**src/rtl/seq_detect_moore_p.sv**
```systemverilog
// Moore-type serial pattern detector with a programmable PAT_W-bit pattern.
// It uses a KMP-style prefix fallback, an overlap mode, pattern reload and a saturating match count.
module seq_detect_moore_p #(
    parameter int                 PAT_W    = 4,
    parameter logic [PAT_W-1:0]   PAT_INIT = 4'b1011,
    parameter int                 CNT_W    = 8,
    localparam int                ST_W     = $clog2(PAT_W + 1)
) (
    input  logic             clk,
    input  logic             rst,
    input  logic             x_in,
    input  logic             x_valid,
    input  logic             overlap,
    input  logic             pat_load,
    input  logic [PAT_W-1:0] pat_in,
    output logic             y_out,
    output logic [ST_W-1:0]  state_idx,
    output logic [CNT_W-1:0] match_cnt,
    output logic [PAT_W-1:0] pattern
);

    localparam logic [ST_W-1:0] FULL = ST_W'(PAT_W);

    // Longest prefix of pat that is a suffix of (prefix_k, b), capped at PAT_W.
    // The newest bit sits at position 0 of each vector, so prefixes are compared after a right shift.
    function automatic logic [ST_W-1:0] kmp_next(
        input logic [ST_W-1:0]  k,
        input logic             b,
        input logic [PAT_W-1:0] pat
    );
        logic [PAT_W:0]  pat_x;
        logic [PAT_W:0]  seen;
        logic [PAT_W:0]  mask;
        logic [PAT_W:0]  pre_j;
        logic [ST_W-1:0] best;
        pat_x = {1'b0, pat};
        seen  = ((pat_x >> (PAT_W - int'(k))) << 1) | (PAT_W + 1)'(b);
        best  = '0;
        for (int j = 1; j <= PAT_W; j++) begin
            mask  = ((PAT_W + 1)'(1) << j) - (PAT_W + 1)'(1);
            pre_j = pat_x >> (PAT_W - j);
            if ((j <= int'(k) + 1) && ((seen & mask) == pre_j)) begin
                best = ST_W'(j);
            end
        end
        return best;
    endfunction

    logic [ST_W-1:0] from_idx;
    logic [ST_W-1:0] next_idx;

    always_comb begin
        // NOTE: every always_comb output gets a value on every path, so no latch can be inferred.
        from_idx = state_idx;
        if (state_idx == FULL && !overlap) begin
            from_idx = '0;
        end
        next_idx = kmp_next(from_idx, x_in, pattern);
    end

    // NOTE: all state here is updated with <=, so every register samples the pre-edge values.
    always_ff @(posedge clk) begin
        if (rst) begin
            state_idx <= '0;
            y_out     <= 1'b0;
            match_cnt <= '0;
            pattern   <= PAT_INIT;
        end else if (pat_load) begin
            pattern   <= pat_in;
            state_idx <= '0;
            y_out     <= 1'b0;
        end else if (x_valid) begin
            state_idx <= next_idx;
            y_out     <= (next_idx == FULL);
            if (next_idx == FULL && match_cnt != {CNT_W{1'b1}}) begin
                match_cnt <= match_cnt + CNT_W'(1);
            end
        end
    end

endmodule

```
**config.mk**
```make
export PLATFORM = sky130hd
export DESIGN_NAME = seq_detect_moore_p
export DESIGN_NICKNAME = d
export VERILOG_FILES = /design/src/rtl/seq_detect_moore_p.sv
export SDC_FILE = /design/constraint.sdc
export NUM_CORES = 1
export LEC_CHECK = 0
export CAP_MARGIN = 20
export CORE_UTILIZATION = 30
export CTS_CLUSTER_DIAMETER = 80
export DETAILED_ROUTE_END_ITERATION = 8
export PLACE_DENSITY = 0.54
export SETUP_SLACK_MARGIN = 0.1
export SLEW_MARGIN = 20
export SYNTH_ARGS = -nofsm -noshare
export SYNTH_HDL_FRONTEND = slang
export SYNTH_SLANG_ARGS = --single-unit
```
**constraint.sdc**
```tcl
create_clock -name clk -period 6.4 [get_ports clk]
set_clock_uncertainty 0.2 [all_clocks]
set_input_delay 1.28 -clock clk [delete_from_list [all_inputs] [get_ports clk]]
set_output_delay 1.28 -clock clk [all_outputs]
set_load 0.03 [all_outputs]
```
==> impl_metrics.toml, run 1 <==
[setup_path]
path_buf_inv = 1
start_kind = "input port"
path_class = "in -> reg"
critPathMaxStageDelay_ns = 0.54
crit_required_ns = 6.34
critical_path_peak_fanout = 12
critPathSlowestCell = "clkdlybuf4s50_1"
end_kind = "register"
critPathArrivalTime_ns = 3.55
cpLargestDelayFamily = "compound AO/OA/AOI/OAI gates"
crit_chain = "clkdlybuf4s50_1 -> nand3b_2 -> a21oi_1 -> o31a_1 -> o221ai_2 -> and4bb_2 -> mux2_1"

[timing]
slew_violations = 0
relSlewSlack = 0.510
finalHoldViolCount = 0
min_period_ns = 3.61
rsz0062_at_grt = "no"
worst_slew_pin_slew_ns = 0.730
final.setup.tns_ns = 0
clock.fmax_ghz = 0.277
hold_slack_ns = 0.282
setup_viol = 0
finalCritPeriodShare = 0.564

[synth]
synth_compound_area_frac = 0.269
synth.distinct_cells = 57
synth_adder_area_share = 0.0380
synth_warnings = 0
synth-seq-cells = 16
async_reset_ff_frac = 0
yosysSeqAreaShare = 0.243
synthSimpleGateAreaFrac = 0.258
synth_area_mm2 = 0.00132
muxShareOfSynthArea = 0.0798
avgSynthCellArea_um2 = 8.55
synth_edf_count = 0
synthesis.nets = 168
synth_top_family_by_area = "compound AO/OA/AOI/OAI gates"
synth_xor_area_frac = 0.0333
synth_cells = 154
synth_ff_type = "dfxtp_1"

[drt]
drt-wirelength-per-cell_um = 14.9
wl_mm = 3.30
drt_iter0_drc = 47
ant_nets = 0
met2WireLength_mm = 1.62
met3WireLength_um = 109
drt_pass1_iterations = 4
highest_layer = "met4"
dr_total_vias = 1255
wl_met1_mm = 1.51
post_drt_via_cell_ratio = 5.65
drc = 0

[floorplanning]
die_area_mm2 = 0.00466
die_h_um = 68.2
core.rowCount = 23
die_w_um = 68.2
ioPinCount = 26
core_mm2 = 0.00412
start_util = 0.320

[placed_design]
hpwl_mm = 2.48
gp_congestion = 0.830
io_buffers = 25
placed_cell_area_mm2 = 0.00155

[clocking]
numCtsBuffers = 3
ctsResizeCount = 0
path_clk_slew_ns = 0.06
clockRootBuffer = "clkbuf_8"
post_cts.repair.setup_buffers = 0
cts_tree = "yes"
htreeDepth = 1
clock_path_buffers = 2
holdBufCountCts = 0
cts.sinks = 16
clock_latency_ns = 0.25

[grt]
grt-ovfl-total = 0
grtUsageTotal = 0.156
grt_pass1_wl_mm = 5.52
grt_max_degree = 17
antenna_found_initial = 0
grt_pass1_vias = 1183

[pwr]
combinationalPowerShare = 0.212
p_switching_uw = 72.0
switching_share = 0.286
p_clk_frac = 0.358
power_density_mw_per_mm2 = 157
max-vdd-ir-drop_uv = 98.4
power_frac_seq = 0.430
p_leak_uw = 0.000595
intPower_uw = 180

[worst_hold_path]
hp-class = "reg -> reg"

[finish]
layout.nets = 187
antennaDiodeCount = 0
syn_to_final_growth_pct = 22.2
final_area_mm2 = 0.00161
drive_above_1_share = 0.0988

[outcome]
status = "completed"

[job]
drv_cap = 0
## Yosys cell counts, drive strengths merged, types with 2 or more instances
master | instances | area share
nand2 | 12 | 0.034
or4 | 3 | 0.017
dfxtp | 16 | 0.24
xnor2 | 3 | 0.020
o211a | 2 | 0.015
o31ai | 4 | 0.023
o2111ai | 2 | 0.018
ha | 4 | 0.038
or2 | 2 | 0.0095
a21oi | 7 | 0.027
a211oi | 4 | 0.023
buf | 7 | 0.046
nor3 | 5 | 0.023
nor2b | 5 | 0.024
a311oi | 2 | 0.013
mux2i | 6 | 0.046
nor2 | 9 | 0.026
nor3b | 2 | 0.015
nand3 | 2 | 0.0076
inv | 7 | 0.022
a211o | 2 | 0.013
o21ai | 6 | 0.023
clkbuf | 4 | 0.011
nand2b | 3 | 0.020
xor2 | 2 | 0.013
mux2 | 4 | 0.034
nand4 | 4 | 0.019
and3 | 4 | 0.019
o21bai | 2 | 0.011
## worst paths after layout
| check | start | to | slack [ns] | cells past startpoint |
|---|---|---|---|---|
| min reg2reg | y_out$_SDFFE_PP0P_ | y_out$_SDFFE_PP0P_ | 0.28 | 1 |
| max reg2reg | state_idx[0]$_SDFFE_PP0P_ | match_cnt[3]$_SDFFE_PP0P_ | 3.17 | 8 |
| min | y_out$_SDFFE_PP0P_ | y_out$_SDFFE_PP0P_ | 0.28 | 1 |
| max | overlap | match_cnt[3]$_SDFFE_PP0P_ | 2.79 | 7 |
## layout make-up
class | instances | area, um^2
fillers | 424 | 2510
clock buffers | 4 | 55.1
repair buffers | 25 | 250
well taps | 50 | 62.6
inverters | 7 | 28.8
multi-input cells | 120 | 892
flip-flops and latches | 16 | 320
## cell families (layout without fill, tap and decap cells)
kind of cell / after synthesis / count (layout)
multiplexers: 10 / 10
buffers and inverters: 18 / 36
flip-flops: 16 / 16
adder cells (fa/ha/maj): 4 / 4
XOR/XNOR: 5 / 5
AND/OR/NAND/NOR: 57 / 57
AO/OA/AOI/OAI: 44 / 44
## through the flow
| step | setup slack (ns) | util | cells | total power [uW] |
|---|---|---|---|---|
| CTS | 2.80 | 0.391 | 222 | 254 |
| floorplan | 3.33 | - | 154 | 148 |
| finish | 2.79 | 0.391 | 222 | 252 |
| global route | 2.67 | 0.391 | 222 | 264 |
| detailed placement | 2.54 | 0.378 | 218 | 164 |
| global placement | 2.64 | 0.378 | 218 | 163 |
## power groups by stage
stage	logic, uW	registers, uW	clock network, uW
final	53.5	108	90.3
after global placement	52.7	111	0
after global routing	58.6	109	96.6
after floorplan	36.6	111	0
after CTS	53.7	108	92.0
after detailed placement	53.5	110	0
## per-layer routing
layer / track usage / up-vias
li1: - / 623
met1: 0.201 / 598
met2: 0.262 / 27
met3: 0.0167 / 7
met4: 0.0599 / 0
met5: 0 / -
## sequential cells by signal (all words and copies together) (netlist names)
signal	flops
match_cnt	8
pattern	4
state_idx	3
y_out	1
## cells in the final DEF (no fill, tap or decap), types with 5 or more instances in the layout
cell,instances
a21oi_1,7
mux2i_1,6
dfxtp_1,16
nor2_1,9
inv_1,6
clkdlybuf4s50_1,25
nor2b_1,5
nand2_1,12
(Power assumes the default switching activity.)
==> run 2: changes to the inputs <==
- PLACE_DENSITY: 0.54 -> 0.56
- clock period: 6.4 -> 3 ns (I/O delays scaled with it)
==> impl_metrics.toml, run 2 (same netlist as run 1, synthesis figures left out) <==
[timing]
rsz0062_at_grt = "no"
worst_slew_pin_slew_ns = 0.543
slew_violations = 0
setup_ws_ns = 0.178
min_period_ns = 2.82
finalCritPeriodShare = 0.941
setup_viol = 0
final.setup.tns_ns = 0
clock.fmax_ghz = 0.354
finalHoldViolCount = 0
relSlewSlack = 0.637

[drt]
drt_pass1_iterations = 4
ant_nets = 0
drt-wirelength-per-cell_um = 13.9
drt_iter0_drc = 59
post_drt_via_cell_ratio = 5.47
wl_mm = 3.26
dr_total_vias = 1285
drc = 0

[floorplanning]
core.rowCount = 23
core_mm2 = 0.00412
die_w_um = 68.2
die_h_um = 68.2
die_area_mm2 = 0.00466
ioPinCount = 26
start_util = 0.320

[finish]
final_cell_mix = "clkdlybuf4s50_1 (25), dfxtp_1 (16), buf_4 (13)"
fillers = 406
multi_input_area_um2 = 922
layout.nets = 200
seqCellArea_um2 = 320
syn_to_final_growth_pct = 31.9
largest_register_ffs = 8
final_util = 0.422
top_regs = "match_cnt x8, pattern x4, state_idx x3"
regMostFlops = "match_cnt"
layout_commonest_cell = "clkdlybuf4s50_1"
drive_above_1_share = 0.173
antennaDiodeCount = 0

[pwr]
power_density_mw_per_mm2 = 316
max-vdd-ir-drop_uv = 261
p_leak_uw = 0.000661
power_uw = 548

[grt]
grtUsageTotal = 0.156
grt_max_degree = 17
grt-ovfl-total = 0
grt_pass1_vias = 1213
grt_pass1_wl_mm = 5.52
antenna_found_initial = 0

[clocking]
cts_tree = "yes"
clock_path_buffers = 2
path_clk_slew_ns = 0.06
clock_latency_ns = 0.25
holdBufCountCts = 0
post_cts.repair.setup_buffers = 0
htreeDepth = 1
numCtsBuffers = 3
clockRootBuffer = "clkbuf_8"
cts.sinks = 16

[worst_hold_path]
min_to = "y_out$_SDFFE_PP0P_"
hp-class = "reg -> reg"
min-delay-start = "y_out$_SDFFE_PP0P_"
worstHoldPathCells = 1

[setup_path]
start_kind = "input port"
r2r.worst_path.cells = 8
r2r_slack_ns = 0.28
critical_path_peak_fanout = 12
crit_required_ns = 2.94
path_class = "in -> reg"
rr_startpoint = "state_idx[0]$_SDFFE_PP0P_"
r2r-end = "match_cnt[3]$_SDFFE_PP0P_"
critPathArrivalTime_ns = 2.76
end_kind = "register"

[placed_design]
io_buffers = 25
pre_cts_ws_ns = -0.0767
hpwl_mm = 2.53
gp_congestion = 0.881

[job]
drv_cap = 0

[outcome]
status = "completed"
## run 2: final cells by class
| class | instances | area share |
|---|---|---|
| clock buffers | 4 | 0.0317 |
| inverters | 7 | 0.0166 |
| multi-input cells | 120 | 0.531 |
| flip-flops and latches | 16 | 0.184 |
| well taps | 50 | 0.0360 |
| repair buffers | 38 | 0.200 |
## run 2: where the power goes
part | internal (uW) | total, uW | switching, uW
Combinational | 59.7 | 132 | 72.5
Sequential | 217 | 227 | 9.19
Clock | 116 | 189 | 73.0
## run 2: stage by stage
step	area, um^2	cells	hold slack (ns)
global route	1740	235	0.336
finish	1740	235	0.290
floorplan	1320	154	0.401
CTS	1710	235	0.295
detailed placement	1650	231	0.277
global placement	1650	231	0.273
## run 2: critical path, cell delays in order
cell and delay (ns):
clkdlybuf4s50_1 0.54, and4b_1 0.26, o2bb2ai_2 0.16, mux2i_1 0.33, o221ai_4 0.23, and4bb_2 0.34
mux2_1 0.30
## run 2: timing repair
item                                   CTS  global route
endpoints found under the hold margin    0             0
gates resized for setup                  0             4
setup endpoints to repair                0             8
## run 2: layer usage
layer  routed length, um  share of wire  vias to the layer above  global-route usage
met5                   0              0                        -                   0
li1                    -              -                      643                   -
met2                1650           0.51                       30               0.271
met4                  34          0.010                        0              0.0521
met3                 104          0.032                        4              0.0183
met1                1470           0.45                      608               0.197
## run 2: worst max-delay path by stage
stage	end	slack [ns]	startpoint	cells after the start
2_1_floorplan	match_cnt[0]$_SDFFE_PP0P_	0.18	state_idx[0]$_SDFFE_PP0P_	11
3_3_place_gp	match_cnt[3]$_SDFFE_PP0P_	-0.04	overlap	7
3_5_place_dp	match_cnt[3]$_SDFFE_PP0P_	-0.08	overlap	7
4_1_cts	match_cnt[3]$_SDFFE_PP0P_	0.18	overlap	7
5_1_grt	match_cnt[3]$_SDFFE_PP0P_	0.09	overlap	7
6_report	match_cnt[3]$_SDFFE_PP0P_	0.18	overlap	7
==> run 3: changes to the inputs <==
- clock period: 3 -> 2.3 ns (I/O delays scaled with it)
==> impl_metrics.toml, run 3 (same netlist as run 1, synthesis figures left out) <==
[pwr]
p_leak_uw = 0.000888
max-vdd-ir-drop_uv = 269
power_density_mw_per_mm2 = 361
power_uw = 793

[outcome]
status = "complete, but fails checks"
violations = "setup timing"

[finish]
top_regs = "match_cnt x8, pattern x4, state_idx x3"
final_area_mm2 = 0.00220
layout_commonest_cell = "buf_4"
syn_to_final_growth_pct = 67.0
fin_cells = 266
layout.nets = 231
antennaDiodeCount = 0
drive_above_1_share = 0.444
largest_register_ffs = 8
final_util = 0.534
regMostFlops = "match_cnt"
final_cell_mix = "buf_4 (39), clkdlybuf4s50_1 (22), dfxtp_1 (13)"

[grt]
grt_pass1_vias = 1407
grt-ovfl-total = 0
grtUsageTotal = 0.181
grt_pass1_wl_mm = 6.37
antenna_found_initial = 0
grt_max_degree = 12

[clocking]
numCtsBuffers = 3
clock_latency_ns = 0.25
cts_tree = "yes"
holdBufCountCts = 0
htreeDepth = 1
cts.sinks = 16
clock_path_buffers = 2
path_clk_slew_ns = 0.06
clockRootBuffer = "clkbuf_8"

[floorplanning]
die_area_mm2 = 0.00466
ioPinCount = 26
die_w_um = 68.2
start_util = 0.320
core.rowCount = 23
die_h_um = 68.2
core_mm2 = 0.00412

[setup_path]
critPathArrivalTime_ns = 2.41
path_class = "reg -> reg"
end_kind = "register"
critical_path_peak_fanout = 6
start_kind = "register"
r2r_slack_ns = -0.13
crit_required_ns = 2.29
rr_startpoint = "state_idx[0]$_SDFFE_PP0P_"
crit_start = "state_idx[0]$_SDFFE_PP0P_"

[timing]
rsz0062_at_grt = "yes"
relSlewSlack = 0.770
final.setup.tns_ns = -0.772
slew_violations = 0
min_period_ns = 2.43
clock.fmax_ghz = 0.412
setup_ws_ns = -0.126
finalHoldViolCount = 0
worst_slew_pin_slew_ns = 0.345
setup_viol = 10
finalCritPeriodShare = 1.05

[job]
drv_cap = 0

[drt]
met2WireLength_mm = 2.07
drt_iter0_drc = 41
post_drt_via_cell_ratio = 5.38
drt_pass1_iterations = 4
dr_total_vias = 1430
wl_mm = 3.91
highest_layer = "met4"
drt-wirelength-per-cell_um = 14.7
met3WireLength_um = 90
drc = 0
ant_nets = 0
wl_met1_mm = 1.65

[placed_design]
dp_cells = 257
gp_congestion = 0.916
io_buffers = 25
hpwl_mm = 2.88
placed_cell_area_mm2 = 0.00190

[worst_hold_path]
min-delay-start = "y_out$_SDFFE_PP0P_"
hp-class = "reg -> reg"
run 3: cell count changes in the layout (fill, tap and decap cells not counted), moves of 3 or more:
| cell | before | now |
|---|---|---|
| mux2_4 | 0 | 3 |
| buf_4 | 13 | 39 |
| buf_6 | 0 | 4 |
| dfxtp_1 | 16 | 13 |
| a21oi_1 | 7 | 3 |
| a21oi_2 | 0 | 3 |
| clkdlybuf4s50_1 | 25 | 22 |
run 3: path summary, 6_finish.rpt:
check | cells after the start | endpoint
setup / recovery | 9 | match_cnt[6]$_SDFFE_PP0P_
hold reg to reg | 1 | y_out$_SDFFE_PP0P_
hold / removal | 1 | y_out$_SDFFE_PP0P_
setup reg to reg | 9 | match_cnt[6]$_SDFFE_PP0P_
run 3: worst max-delay path, stage by stage, from the launching register on:
cell and delay [ns]:
dfxtp_4 0.37, inv_8 0.05, ha_4 0.17, and4b_2 0.29, o2bb2ai_4 0.14, mux2i_1 0.23, o221ai_2 0.16, buf_4 0.17
or4_4 0.47, a21oi_2 0.12
run 3: through the flow:
| stage | hold slack, ns | setup WS [ns] |
|---|---|---|
| 2_1_floorplan | 0.357 | -0.272 |
| 3_3_place_gp | 0.266 | -0.542 |
| 6_report | 0.288 | -0.126 |
| 4_1_cts | 0.298 | -0.121 |
| 3_5_place_dp | 0.283 | -0.608 |
| 5_1_grt | 0.330 | -0.218 |
run 3: power by group:
group	leakage, uW	internal [uW]	total (uW)	switching, uW
Clock	0.0000288	152	249	97.3
Sequential	0.000132	282	294	12.2
Combinational	0.000727	126	249	123
run 3: layout make-up:
class	count	area, um^2
tap	50	62.6
multi-input combinational	120	1120
fill	397	1920
inverter	7	36.3
timing repair buffer	69	593
sequential	16	329
clock buffer	4	55.1
run 3: per-layer routing:
| metal | up-vias | track usage |
|---|---|---|
| li1 | 703 | - |
| met4 | 0 | 0.102 |
| met5 | - | 0 |
| met2 | 31 | 0.306 |
| met1 | 686 | 0.220 |
| met3 | 10 | 0.0217 |
run 3: timing repair:
| item | CTS | global route |
|---|---|---|
| resized for setup | 17 | 32 |
| gates cloned | 0 | 1 |
| endpoints found under the setup margin | 12 | 14 |
| setup buffers | 3 | 1 |
| pin swaps | 14 | 6 |
